## src/rtl/inst_loader_pkg.sv

```systemverilog
// Shared types and constants for the instruction RAM loader.
package inst_loader_pkg;

  localparam int unsigned BYTES_PER_WORD = 4;
  localparam int unsigned LEN_BYTES      = 2;

  typedef enum logic [2:0] {
    StIdle,
    StLenHi,
    StLenLo,
    StData,
    StWrite,
    StChk,
    StDone
  } state_e;

endpackage

```

## src/rtl/byte_word_packer.sv

```systemverilog
// Shifts bytes MSB-first into a 32-bit word; word_full flags the byte that completes it.
module byte_word_packer
  import inst_loader_pkg::*;
(
  input  logic                          clk,
  input  logic                          reset,
  input  logic                          clear,
  input  logic                          shift,
  input  logic [7:0]                    byte_in,
  output logic [8*BYTES_PER_WORD-1:0]   word,
  output logic                          word_full
);

  localparam int unsigned IdxW = $clog2(BYTES_PER_WORD);

  logic [IdxW-1:0] idx_q;

  assign word_full = shift && (idx_q == IdxW'(BYTES_PER_WORD - 1));

  always_ff @(posedge clk or negedge reset) begin
    if (!reset) begin
      idx_q <= '0;
      word  <= '0;
    end else if (clear) begin
      idx_q <= '0;
    end else if (shift) begin
      idx_q <= idx_q + IdxW'(1);
      word  <= {word[8*BYTES_PER_WORD-9:0], byte_in};
    end
  end

endmodule

```

## src/rtl/inst_ram_loader.sv

```systemverilog
// Fills inst_ram from a length-prefixed byte stream while holding the CPU in reset.
// Optional trailing XOR checksum byte when INST_LOADER_CHECKSUM_EN is defined.
module inst_ram_loader
  import inst_loader_pkg::*;
#(
  parameter int unsigned ADDR_W = 10,
  parameter int unsigned DATA_W = 32
) (
  input  logic              clk,
  input  logic              reset,
  input  logic              start,
  input  logic [7:0]        in_data,
  input  logic              in_valid,
  output logic              in_ready,
  output logic              ram_ena,
  output logic              ram_wea,
  output logic [ADDR_W-1:0] ram_addr,
  output logic [DATA_W-1:0] ram_din,
  output logic              busy,
  output logic              done,
  output logic              err,
  output logic [ADDR_W:0]   words_wr,
  output logic              cpu_hold
);

  localparam int unsigned LenW  = 8 * LEN_BYTES;
  localparam int unsigned Depth = 1 << ADDR_W;
`ifdef INST_LOADER_CHECKSUM_EN
  localparam state_e AfterData = StChk;
`else
  localparam state_e AfterData = StDone;
`endif

  state_e                      state_q, state_d;
  logic [LenW-1:0]             len_q, len_next;
  logic [8*BYTES_PER_WORD-1:0] word;
  logic                        accept, launch, shift, word_full, len_over, more;
`ifdef INST_LOADER_CHECKSUM_EN
  logic [7:0]                  csum_q;
`endif

  assign accept   = in_valid && in_ready;
  assign launch   = start && (state_q == StIdle || state_q == StDone);
  assign shift    = accept && (state_q == StData);
  assign len_next = {len_q[LenW-9:0], in_data};
  assign len_over = 32'(len_next) > Depth;
  assign more     = (32'(words_wr) + 32'd1) < 32'(len_q);
  assign ram_din  = word;

  byte_word_packer u_packer (
    .clk       (clk),
    .reset     (reset),
    .clear     (launch),
    .shift     (shift),
    .byte_in   (in_data),
    .word      (word),
    .word_full (word_full)
  );

  always_comb begin
    state_d = state_q;
    unique case (state_q)
      StIdle, StDone: if (start) state_d = StLenHi;
      StLenHi:        if (accept) state_d = StLenLo;
      StLenLo: begin
        if (accept) begin
          if (len_next == '0)  state_d = AfterData;
          else if (len_over)   state_d = StDone;
          else                 state_d = StData;
        end
      end
      StData:         if (word_full) state_d = StWrite;
      StWrite:        state_d = more ? StData : AfterData;
      StChk:          if (accept) state_d = StDone;
      default:        state_d = StIdle;
    endcase
  end

  // Outputs are registered from the next state so they line up with state_q.
  always_ff @(posedge clk or negedge reset) begin
    if (!reset) begin
      state_q  <= StIdle;
      in_ready <= 1'b0;
      ram_ena  <= 1'b0;
      ram_wea  <= 1'b0;
      ram_addr <= '0;
      busy     <= 1'b0;
      cpu_hold <= 1'b0;
      done     <= 1'b0;
      err      <= 1'b0;
      words_wr <= '0;
      len_q    <= '0;
`ifdef INST_LOADER_CHECKSUM_EN
      csum_q   <= '0;
`endif
    end else begin
      state_q  <= state_d;
      in_ready <= state_d inside {StLenHi, StLenLo, StData, StChk};
      busy     <= !(state_d inside {StIdle, StDone});
      cpu_hold <= !(state_d inside {StIdle, StDone});
      ram_ena  <= (state_d == StWrite);
      ram_wea  <= (state_d == StWrite);
      if (state_d == StWrite) ram_addr <= words_wr[ADDR_W-1:0];
      if (launch) begin
        done     <= 1'b0;
        err      <= 1'b0;
        words_wr <= '0;
      end
      if (accept && (state_q == StLenHi || state_q == StLenLo)) len_q <= len_next;
      if (accept && state_q == StLenLo && len_over) err <= 1'b1;
      if (state_q == StWrite) words_wr <= words_wr + (ADDR_W + 1)'(1);
      if (state_d == StDone && state_q != StDone) done <= 1'b1;
`ifdef INST_LOADER_CHECKSUM_EN
      if (launch)     csum_q <= '0;
      else if (shift) csum_q <= csum_q ^ in_data;
      if (accept && state_q == StChk && in_data != csum_q) err <= 1'b1;
`endif
    end
  end

endmodule

```

## config.mk

```make
export PLATFORM = sky130hd
export DESIGN_NAME = inst_ram_loader
export DESIGN_NICKNAME = d
export VERILOG_FILES = /design/src/rtl/inst_loader_pkg.sv /design/src/rtl/byte_word_packer.sv /design/src/rtl/inst_ram_loader.sv
export SDC_FILE = /design/constraint.sdc
export NUM_CORES = 1
export LEC_CHECK = 0
export CAP_MARGIN = 30
export CORE_ASPECT_RATIO = 0.5
export CORE_MARGIN = 3
export CORE_UTILIZATION = 25
export DETAILED_ROUTE_END_ITERATION = 8
export REMOVE_ABC_BUFFERS = 1
export SLEW_MARGIN = 20
export SYNTH_ARGS = -nofsm -noshare
export SYNTH_HDL_FRONTEND = slang
export SYNTH_SLANG_ARGS = --single-unit
```

## constraint.sdc

```tcl
create_clock -name clk -period 3.7 [get_ports clk]
set_input_delay 0.74 -clock clk [delete_from_list [all_inputs] [get_ports clk]]
set_output_delay 0.74 -clock clk [all_outputs]
set_load 0.02 [all_outputs]
```

# After elaboration in Yosys (flattened, before gate mapping)
# Index checks and enable logic that the tools add are counted.
# totals
regBits	79
output_inout_bits	60
word_cells	69
# classes
add_sub_neg	3
order_cmp	2
n_eq_ne	14
n_mux	16
bitwise	1
reduce_logical	22
# op_table
op	n
$mux 3	8
$mux 11	2
$eq 3x3->1 const B	6
$pmux 3 s6	1
$gt 16x11->1 const B	1
$logic_not 16->1	1
$lt 12x16->1	1
$add 11x1->12 const B	1
$eq 3x2->1 const B	4
$add 11x1->11 const B	1
$reduce_bool 2->1	5
$logic_and 1x1->1	8
$eq 3x1->1 const B	2
$logic_not 3->1	2
$mux 2	2
$reduce_bool 4->1	1
$mux 1	3
$ne 3x3->1 const B	1
$add 2x1->2 const B	1
$eq 2x2->1 const B	1
$logic_or 1x1->1	2
$reduce_and 2->1	1
$reduce_or 2->1	1
$logic_not 1->1	1
$not 1->1	1

# Logic depth before layout (Yosys ltp)
# logic_depth
depth_word	8
depth_mapped	11
mapped_depth_nobuf	11

# By module
# Synthesis repeated with hierarchy kept, for this count alone.
# unflattened
cells_unflattened	344
hier_area_um2	3849.9
# by_module_without_submodules
module	instances	cells_each	area_per_inst_um2	seq_area_each_um2
inst_ram_loader	1	267	2394.8	1126.1
byte_word_packer	1	77	1455.1	850.8

# Least setup slack after synthesis
# No wires, ideal clock.
# synth_path
path_type	flip-flop to flip-flop
from	register words_wr[0]
to	register done
setup_ps	121
t_arrival_ps	2759
required_ps	3579
slack_ps	820
stages_incl_launch_ff	12
n_path_buf	0
period_less_slack_ps	2880
path_cell_list	dfrtp_1 ha_1 nand3_1 nor3_1 nand3_1 xnor2_1 ha_1 nand2_1 o21ai_0 a2111oi_2 o211ai_2 a22o_1
# synth_via
elab_chain_len	7
# synth_rtl
item	line_no	text
start: declaration	inst_ram_loader.sv:22	output logic [ADDR_W:0] words_wr,
start signal: assignment	inst_ram_loader.sv:111	if (state_q == StWrite) words_wr <= words_wr + (ADDR_W + 1)'(1);
$add 11x1->12 (*)	inst_ram_loader.sv:47	assign more = (32'(words_wr) + 32'd1) < 32'(len_q);
$lt 12x16->1 (*)	inst_ram_loader.sv:47	
$mux 3 (*)	inst_ram_loader.sv:73	StWrite: state_d = more ? StData : AfterData;
$pmux 3 s6 (*)	inst_ram_loader.sv:62	unique case (state_q)
net state_d[2]	inst_ram_loader.sv:34	state_e state_q, state_d;
$eq 3x3->1 (*)	inst_ram_loader.sv:112	if (state_d == StDone && state_q != StDone) done <= 1'b1;
$logic_and 1x1->1 (*)	inst_ram_loader.sv:112	
$mux 1 / $reduce_bool 2->1 (equally long branches)	-	
end signal: assignment	inst_ram_loader.sv:89	done <= 1'b0;
end signal: assignment	inst_ram_loader.sv:105	done <= 1'b0;
end signal: assignment	inst_ram_loader.sv:112	
end: declaration	inst_ram_loader.sv:20	output logic done,
# Mark *: on every way through the listed nets, which the timed path passes. The rest lies on a longest branch.
# A chain may end at the register's enable or synchronous reset.

# Worst setup path in the final report
# Ends and elaborated chain as after synthesis.

==> results.cfg <==
[power]
powerDensity_nw_per_um2 = 945
p_leak_nw = 2.10
vdd_drop_max_uv = 336
total_power_mw = 4.70

[min_path]
worstHoldPathType = primary input to asynchronous set/reset pin

[grt]
grt_pass1_wl_mm = 14.0
grt_pass1_vias = 2568
antenna_found_initial = 0
grt_usage_pct = 10.8
met1_usage_pct = 15.1
grt_max_degree = 56
grt_util_met3_pct = 2.81
use_met2_pct = 15.9
top_usage_layer = met2
gr-total-overflow = 0

[route]
first_pass_iters = 4
wl_per_cell_microns = 14.1
finalWirelength_mm = 8.38
vias = 2631
ant_nets = 0
drc = 0
vias_per_cell = 4.44
drtIter0Drc = 169

[placed_design]
pre_cts_ws_ps = 663
gp_congestion = 0.776
dp_hpwl_mm = 6.00
port_buffers = 71
dpl-instance-area_sq_um = 4640

[cts]
clk_latency_ps = 330
clk_pin_slew_ps = 60
hold_buffers = 0
post_cts_resized = 0
cts_made_buffers = 9
htree_levels = 3
cts_root_buffer = clkbuf_16
cts_tree = built
cts_buffer_depth = 2
clkSinkCount = 79
post_cts_buffers = 0

[cells_and_area]
nNetsFinal = 421
final-seq-area_sq_um = 1980
multi_input_area_sq_um = 1600
final_area_sq_um = 4970
final_cell_mix = dfrtp_1, clkdlybuf4s50_1, mux2_2
syn2layout_area_growth_pct = 33.5
num_antenna_cells = 0
mostFrequentLayoutCell = dfrtp_1
drive_above_1_share_pct = 19.5
fillers = 1395

[status]
status = completed

[yosys]
ys_warn_count = 0
avgSynthCellArea_sq_um = 11.4
synth_seq_cells = 79
synthTopCellsByArea = dfrtp_1, mux2_2, ha_1
synth_area_leader_cell = dfrtp_1
async_flop_share_pct = 100
synth_cell_types = 44
synth_top_area_share_pct = 53.1
ys_seq_area_share_pct = 53.1
synth_ff_type = dfrtp_1
synth-edff-count = 0
synth_area_sq_um = 3720
netlist_instances = 325

[sta]
fmax_ghz = 0.325
worst_pin_slew_ps = 583
hold_viol = 0
rsz0062_at_grt = false
drv_slew = 0
fin_crit_sh_pct = 83.1
setup_viol = 0
setup_slack_ps = 624
setup_tns_ps = 0
finalClockSkew_ps = 7.21
min_period_ps = 3080
slew_headroom_pct = 60.9

[setup_path]
cp.required_ps = 3920
worst-path-max-fanout = 8
r2r_cells = 11
reg2reg_from = words_wr[0]$_DFFE_PN0P_
rr_endpoint = done$_DFFE_PN0P_
crit_type = flop to flop
setup.worst_path.start_class = flop
r2r_setup_slack_ps = 620
end_kind = flop
critical_path_arrival_ps = 3300

[die]
start_util_pct = 26.5
die_h_microns = 92.3
rows = 30
die_w_microns = 179
dieArea_sq_um = 16500
ioPinCount = 72
core_sq_um = 14000

[run]
drv_cap = 0
[power breakdown]
part | internal (mW) | switching [mW]
sequential | 1.27 | 0.358
combinational | 1.07 | 1.02
clock | 0.627 | 0.344
[registers in the layout, summed over array words and instances, names as in the netlist]
register        cells
words_wr           11
ram_wea             1
ram_addr           10
err                 1
len_q              16
u_packer.word      32
in_ready            1
cpu_hold            1
state_q             3
u_packer.idx_q      2
done                1
[through the flow]
step | utilization, % | hold slack [ps] | std cells
6_report | 35.4 | 315 | 593
5_1_grt | 35.4 | 337 | 593
4_1_cts | 35.4 | 317 | 593
3_5_place_dp | 33.1 | 487 | 577
3_3_place_gp | 32.9 | 485 | 576
2_1_floorplan | - | 444 | 309
[cell families after synthesis]
logic type / after synthesis / share of synthesized area [%]
compound gates: 56 / 9.65
simple gates: 84 / 11.0
mux: 50 / 15.1
fa+ha+maj: 13 / 4.37
flops: 79 / 53.1
buf+inv: 32 / 4.14
xor+xnor: 11 / 2.59
[layout make-up]
class	instances	share of cell area [%]
Clock inverter	3	1.31
Multi-Input combinational cell	214	32.2
Tap cell	192	4.84
Clock buffer	13	5.24
Inverter	16	1.21
Sequential cell	79	39.8
Timing Repair Buffer	76	15.4
[synthesized netlist by cell type (all sizes together), types with 2 or more instances]
cell type and number:
xor2 3, or2 3, o21ai 26, buf 13
clkbuf 3, a221oi 2, nor2 11, inv 16
xnor2 8, ha 13, nor3 9, nand3b 2
o2bb2ai 3, nand2 35, a22o 3, mux2 49
nand4 3, a21o 2, dfrtp 79, and3 4
nand2b 2, a21oi 10, o31ai 3, nand3 7
nor4 3
[critical path, stage by stage (launching register included)]
cell,delay (ps)
dfrtp_1,450
ha_1,260
nand3_1,130
nor3_1,480
nand3_1,170
xnor2_1,230
ha_1,280
nand2_1,60
o21ai_0,140
a2111oi_2,350
o211ai_2,210
a22o_1,230
[layer usage]
layer,part of all wire [%],vias up
met1,49,1292
li1,-,1286
met3,3.2,11
met2,47,42
met5,0,-
met4,1.4,0
[how the worst max path moves through the flow]
stage                                 start          endpoint  slack, ps  depth (start not counted)
floorplan           words_wr[0]$_DFFE_PN0P_  done$_DFFE_PN0P_        820                         11
CTS                 words_wr[0]$_DFFE_PN0P_  done$_DFFE_PN0P_        620                         11
detailed placement  words_wr[0]$_DFFE_PN0P_  done$_DFFE_PN0P_        660                         11
global placement    words_wr[0]$_DFFE_PN0P_  done$_DFFE_PN0P_        710                         11
finish              words_wr[0]$_DFFE_PN0P_  done$_DFFE_PN0P_        620                         11
global route        words_wr[0]$_DFFE_PN0P_  done$_DFFE_PN0P_        350                         11
Power figures use the tool's default switching activity.
